[src/rtl/rr_hold_arbiter.sv]
// rr_hold_arbiter: registered N-way round-robin arbiter with grant hold.
// The owner keeps the resource while it holds its request. Once it has held
// the grant for MAX_HOLD cycles and someone else is waiting, it is pre-empted
// and the grant rotates. A lone requester is never pre-empted.
module rr_hold_arbiter #(
  parameter int N        = 4,
  parameter int MAX_HOLD = 8,
  parameter int IDW      = (N > 1) ? $clog2(N) : 1
) (
  input  logic           clk,
  input  logic           reset_n,
  input  logic [N-1:0]   request,
  output logic [N-1:0]   grant,
  output logic [IDW-1:0] grant_id,
  output logic           busy
);

  localparam int HCW = $clog2(MAX_HOLD + 1);
  localparam logic [HCW-1:0] HOLD_MAX = HCW'(MAX_HOLD);

  typedef enum logic {IDLE, OWN} state_t;

  state_t         state_q;
  logic [IDW-1:0] owner_q;
  logic [IDW-1:0] ptr_q;
  logic [HCW-1:0] hold_cnt_q;
  logic [N-1:0]   grant_q;
  logic           busy_q;

  // Circular first-set search starting at 'start'. When excl_en is set, index
  // 'excl' is skipped. Returns {found, index}.
  function automatic logic [IDW:0] pick(input logic [N-1:0]   req,
                                        input logic [IDW-1:0] start,
                                        input logic           excl_en,
                                        input logic [IDW-1:0] excl);
    logic           found;
    logic [IDW-1:0] idx;
    int             j;
    found = 1'b0;
    idx   = '0;
    for (int k = 0; k < N; k++) begin
      j = (int'(start) + k) % N;
      if (!found && req[j] && !(excl_en && (j == int'(excl)))) begin
        found = 1'b1;
        idx   = j[IDW-1:0];
      end
    end
    return {found, idx};
  endfunction

  // Index after 'idx', wrapping modulo N (N need not be a power of two).
  function automatic logic [IDW-1:0] next_idx(input logic [IDW-1:0] idx);
    if (int'(idx) >= N - 1) return '0;
    else                    return idx + IDW'(1);
  endfunction

  // One-hot vector with bit 'idx' set.
  function automatic logic [N-1:0] onehot(input logic [IDW-1:0] idx);
    logic [N-1:0] v;
    v = '0;
    for (int k = 0; k < N; k++) begin
      if (k == int'(idx)) v[k] = 1'b1;
    end
    return v;
  endfunction

  logic [IDW-1:0] owner_next;
  logic [IDW:0]   sel_idle;
  logic [IDW:0]   sel_other;
  logic           idle_found;
  logic [IDW-1:0] idle_idx;
  logic           other_found;
  logic [IDW-1:0] other_idx;
  logic           owner_req;

  // Candidate selections: from ptr when idle, and from owner+1 (skipping the
  // owner) on release or pre-emption. On release the owner's bit is already
  // low, so one search covers both handover cases.
  always_comb begin
    owner_next  = next_idx(owner_q);
    sel_idle    = pick(request, ptr_q, 1'b0, owner_q);
    sel_other   = pick(request, owner_next, 1'b1, owner_q);
    idle_found  = sel_idle[IDW];
    idle_idx    = sel_idle[IDW-1:0];
    other_found = sel_other[IDW];
    other_idx   = sel_other[IDW-1:0];
    owner_req   = |(request & grant_q);
  end

  // Arbitration FSM with registered grant, owner, busy and tenure counter.
  always_ff @(posedge clk or negedge reset_n) begin
    if (!reset_n) begin
      state_q    <= IDLE;
      owner_q    <= '0;
      ptr_q      <= '0;
      hold_cnt_q <= '0;
      grant_q    <= '0;
      busy_q     <= 1'b0;
    end else begin
      case (state_q)
        IDLE: begin
          if (idle_found) begin
            state_q    <= OWN;
            owner_q    <= idle_idx;
            grant_q    <= onehot(idle_idx);
            busy_q     <= 1'b1;
            hold_cnt_q <= HCW'(1);
          end
        end
        OWN: begin
          if (!owner_req) begin
            // Release: rotate priority past the owner and hand over at once.
            ptr_q <= owner_next;
            if (other_found) begin
              owner_q    <= other_idx;
              grant_q    <= onehot(other_idx);
              hold_cnt_q <= HCW'(1);
            end else begin
              state_q    <= IDLE;
              grant_q    <= '0;
              busy_q     <= 1'b0;
              hold_cnt_q <= '0;
            end
          end else if ((hold_cnt_q == HOLD_MAX) && other_found) begin
            // Tenure expired with others waiting: pre-empt.
            ptr_q      <= owner_next;
            owner_q    <= other_idx;
            grant_q    <= onehot(other_idx);
            hold_cnt_q <= HCW'(1);
          end else if (hold_cnt_q != HOLD_MAX) begin
            hold_cnt_q <= hold_cnt_q + HCW'(1);
          end
        end
        default: begin
          state_q <= IDLE;
          grant_q <= '0;
          busy_q  <= 1'b0;
        end
      endcase
    end
  end

  assign grant    = grant_q;
  assign grant_id = owner_q;
  assign busy     = busy_q;

endmodule

[config.mk]
export PLATFORM = sky130hd
export DESIGN_NAME = rr_hold_arbiter
export DESIGN_NICKNAME = d
export VERILOG_FILES = /design/src/rtl/rr_hold_arbiter.sv
export SDC_FILE = /design/constraint.sdc
export NUM_CORES = 1
export LEC_CHECK = 0
export ABC_AREA = 0
export BUFFER_PORTS_ARGS = -buffer_cell sky130_fd_sc_hd__buf_4
export CORE_MARGIN = 5
export CORE_UTILIZATION = 35
export DETAILED_ROUTE_END_ITERATION = 12
export SYNTH_ARGS = -nofsm -noshare
export SYNTH_HDL_FRONTEND = slang
export SYNTH_SLANG_ARGS = --single-unit
[constraint.sdc]
create_clock -name clk -period 8.55 [get_ports clk]
set_clock_uncertainty 0.2 [all_clocks]
set_input_delay 0.4275 -clock clk [delete_from_list [all_inputs] [get_ports clk]]
set_output_delay 0.4275 -clock clk [all_outputs]
set_load 0.02 [all_outputs]
==> flow_summary.yaml <==
yosys:
  mean_area_per_synthesized_cell_um2: 8.29
  yosys.cell_types.count: 58
  synth-warning-count: 0
  synth_top_cells_by_area: "dfrtp_1 (26%), nor2_1 (4.2%), a21oi_1 (3.8%)"
  synth-edff-count: 0
  synth_async_sr_flop_share_pct: 100
  yosysTopAreaCell: "dfrtp_1"
  syn-cell-area_um2: 1330
  synth-seq-area-share_pct: 26.4
  synth-main-ff-cell: "dfrtp_1"
  synth_seq_cells: 14
  postSynthCellCount: 160
  synthesis.nets: 169
  fraction_of_post_synthesis_cell_area_in_the_top_cell_type_by_area_pct: 26.4
timing:
  hold_violations: 0
  setup_ws_ns: 5.21
  setup_tns_ns: 0
  min_period_over_period_pct: 39.1
  max_freq_mhz: 299
  max_slew_margin_pct: 55.2
  setup_violations: 0
  finalMaxSlewViolations: 0
  tightest_slew_ns: 0.671
  rsz0062_at_grt: "no"
  finalCriticalPeriod_ns: 3.34
cells_and_area:
  layout.area.seq_um2: 350
  drive_above_1_share_pct: 18.6
  antennaDiodeCount: 0
  synthToLayoutAreaGrowth_pct: 12.6
  finalNetCount: 177
  layout.core_utilization_pct: 40.8
  multi_input_logic_area_um2: 895
  filler_cell_count: 357
critical_path:
  worst_path_dominant_cell_family: "compound AO/OA/AOI/OAI gates"
  cell_chain_of_the_critical_path: "ha_1, mux2i_1, o211a_1, o21a_1, and2_0, a311o_2, mux2_4"
  critPathSlowestCell: "ha_1"
  regToRegSetupSlack_ns: 5.21
  worst_r2r_endpoint: "ptr_q[1]"
  cp_num_buf_inv: 0
  worst-path-stages: 7
  worst_path_largest_cell_delay_ns: 0.84
  worstPathMaxFanout: 21
  r2r-start: "grant_id[0]"
  cp_data_arrival_time_ns: 3.27
  timing.critical_path.to_type: "flip-flop"
  worst_ep_required_time_ns: 8.48
  ff2ff_path_depth: 7
  timing.critical_path.from_type: "flip-flop"
  path_class: "flip-flop to flip-flop"
drt:
  detail_route.vias_per_cell: 5.75
  routed_wirelength_um: 3140
  detail_route.drc_violations: 0
  drt_first_iter_violations: 93
  post_drt_wl_per_cell_um: 14.6
  drt_first_pass_iters: 6
  antenna_violating_nets_post_route: 0
  num_vias: 1236
clock_tree:
  worst_setup_hold_path_clk_slew_ns: 0.06
  cts_tree: "yes"
  cts-htree-levels: 1
  clk_path_buf_depth: 2
  cts_post_setup_buffers_inserted: 0
  clk-insertion-delay-late_ns: 0.25
  cts-root-buf: "clkbuf_8"
  cts_num_sinks: 14
  cts_made_buffers: 3
global_routing:
  grt_util_all_layers_pct: 12.9
  grt_pass1_vias: 1125
  globalRouteOverflowTotal: 0
  grt_pass1_wl_um: 5370
  antenna_found_initial: 0
  grt_start_max_net_pins: 22
power:
  power.share.switching_pct: 49.2
  irDropWorstVdd_uv: 140
  cellPowerDensity_nw_per_um2: 493
  power_frac_seq_pct: 19.6
  power.total_uw: 736
  intPower_uw: 374
  switching_power_uw: 362
  comb_power_share_pct: 71.7
  p_leak_uw: 0.000631
  p_clk_share_pct: 8.7
die:
  die-area_um2: 5120
  die_height_um: 71.6
  floorplan.rows: 22
  floorplan.io_pins: 13
  initial_utilization_pct: 36.2
  core_region_area_um2: 3660
  die_w_um: 71.6
run:
  max_cap_violation_count: 0
placement:
  dpl_worst_slack_ns: 5.22
  number_of_port_buffers: 12
  gpl.final_weighted_congestion: 0.827
  place_hpwl_um: 2360
status:
  result_of_the_run: "completed"
min_path:
  min-delay-path-class: "flip-flop to flip-flop"
  hold_path_depth: 1
  holdCritStartpoint: "hold_cnt_q[2]"
  worstHoldEndpoint: "hold_cnt_q[2]"
cells in the final DEF, fill, tap and decap left out, drive strengths merged, types with 2 or more instances in the layout:
cell,n
inv,9
a31oi,3
mux2,3
a211oi,2
a221o,2
o21a,4
buf,12
dfrtp,14
o211a,2
nand2b,7
nor2,16
nor3,4
nand3,4
nand4b,2
o32ai,2
o21ai,9
nor2b,2
a22oi,3
mux2i,4
and2,2
ha,3
clkbuf,4
nand2,13
a32o,2
o22ai,3
and3,4
a21oi,12
o22a,2
worst max-delay path by stage:
| stage | to | from | slack (ns) |
|---|---|---|---|
| CTS | ptr_q[1] | grant_id[0] | 5.20 |
| global route | grant_id[0] | grant_id[0] | 4.98 |
| floorplan | ptr_q[1] | grant_id[0] | 5.69 |
| detailed placement | ptr_q[1] | grant_id[0] | 5.22 |
| finish | ptr_q[1] | grant_id[0] | 5.21 |
| global placement | ptr_q[1] | grant_id[0] | 5.28 |
worst register-to-register path, stage by stage, from the launching register on:
cell and delay, ns:
dfrtp_1 0.58, ha_1 0.84, mux2i_1 0.16, o211a_1 0.24, o21a_1 0.16, and2_0 0.24
a311o_2 0.50, mux2_4 0.32
routing by layer:
layer	vias to the layer above	wire length, um	GRT usage [%]
met4	0	9	1.25
met1	582	1420	18.0
met3	2	249	3.23
li1	607	-	-
met5	-	0	0
met2	45	1460	20.9
power by group through the flow:
stage / clock network, uW / logic [uW] / registers, uW
after floorplan: 0 / 434 / 142
after global placement: 0 / 520 / 143
after detailed placement: 0 / 528 / 145
after CTS: 66.1 / 531 / 144
after global routing: 70.5 / 587 / 149
final: 64.4 / 528 / 144
kinds of logic after synthesis:
logic type / synth area share, %
xor gates and xnor gates: 0.660
AOI/OAI and AO/OA: 34.6
muxes: 5.85
adders and majority gates: 2.83
and+or+nand+nor: 23.5
DFF: 26.4
buffers and inverters: 6.13
synth_stat cells, types with 2 or more instances:
cell type	number
mux2i_1	4
a21oi_1	10
o211a_1	2
and3_1	4
nor2_1	15
a21oi_2	2
a32o_1	2
o22a_1	2
nand4b_1	2
o21a_1	4
a31oi_1	2
dfrtp_1	14
clkbuf_1	4
nand2b_1	7
a22oi_1	3
nor3_1	3
o22ai_1	3
a221o_1	2
inv_1	9
nand2_1	13
nand3_1	4
ha_1	3
o21ai_0	8
buf_2	4
sequential cells by signal (all words and copies together), names as in the netlist:
| name | flops |
|---|---|
| ptr_q | 2 |
| grant | 4 |
| grant_id | 2 |
| state_q | 1 |
| hold_cnt_q | 4 |
| busy | 1 |
timing repair:
| item | 4_1_cts | 5_1_grt |
|---|---|---|
| hold endpoints to repair | 14 | 0 |
| hold buffers | 1 | 0 |
| resized for setup | 0 | 0 |
through the flow:
step	std cells	instance area [um^2]	hold slack (ns)
floorplan	160	1330	-0.0681
global placement	210	1430	0.0852
detailed placement	210	1430	0.0943
CTS	215	1490	0.324
global route	215	1490	0.374
finish	215	1490	0.324
cell type report:
cell class / instances / share of cell area (%)
multi-input cells: 127 / 59.9
clock buffers: 4 / 3.69
inverters: 9 / 2.26
repair buffers: 13 / 6.70
flip-flops and latches: 14 / 23.5
well taps: 48 / 4.02
(Power assumes the default switching activity.)
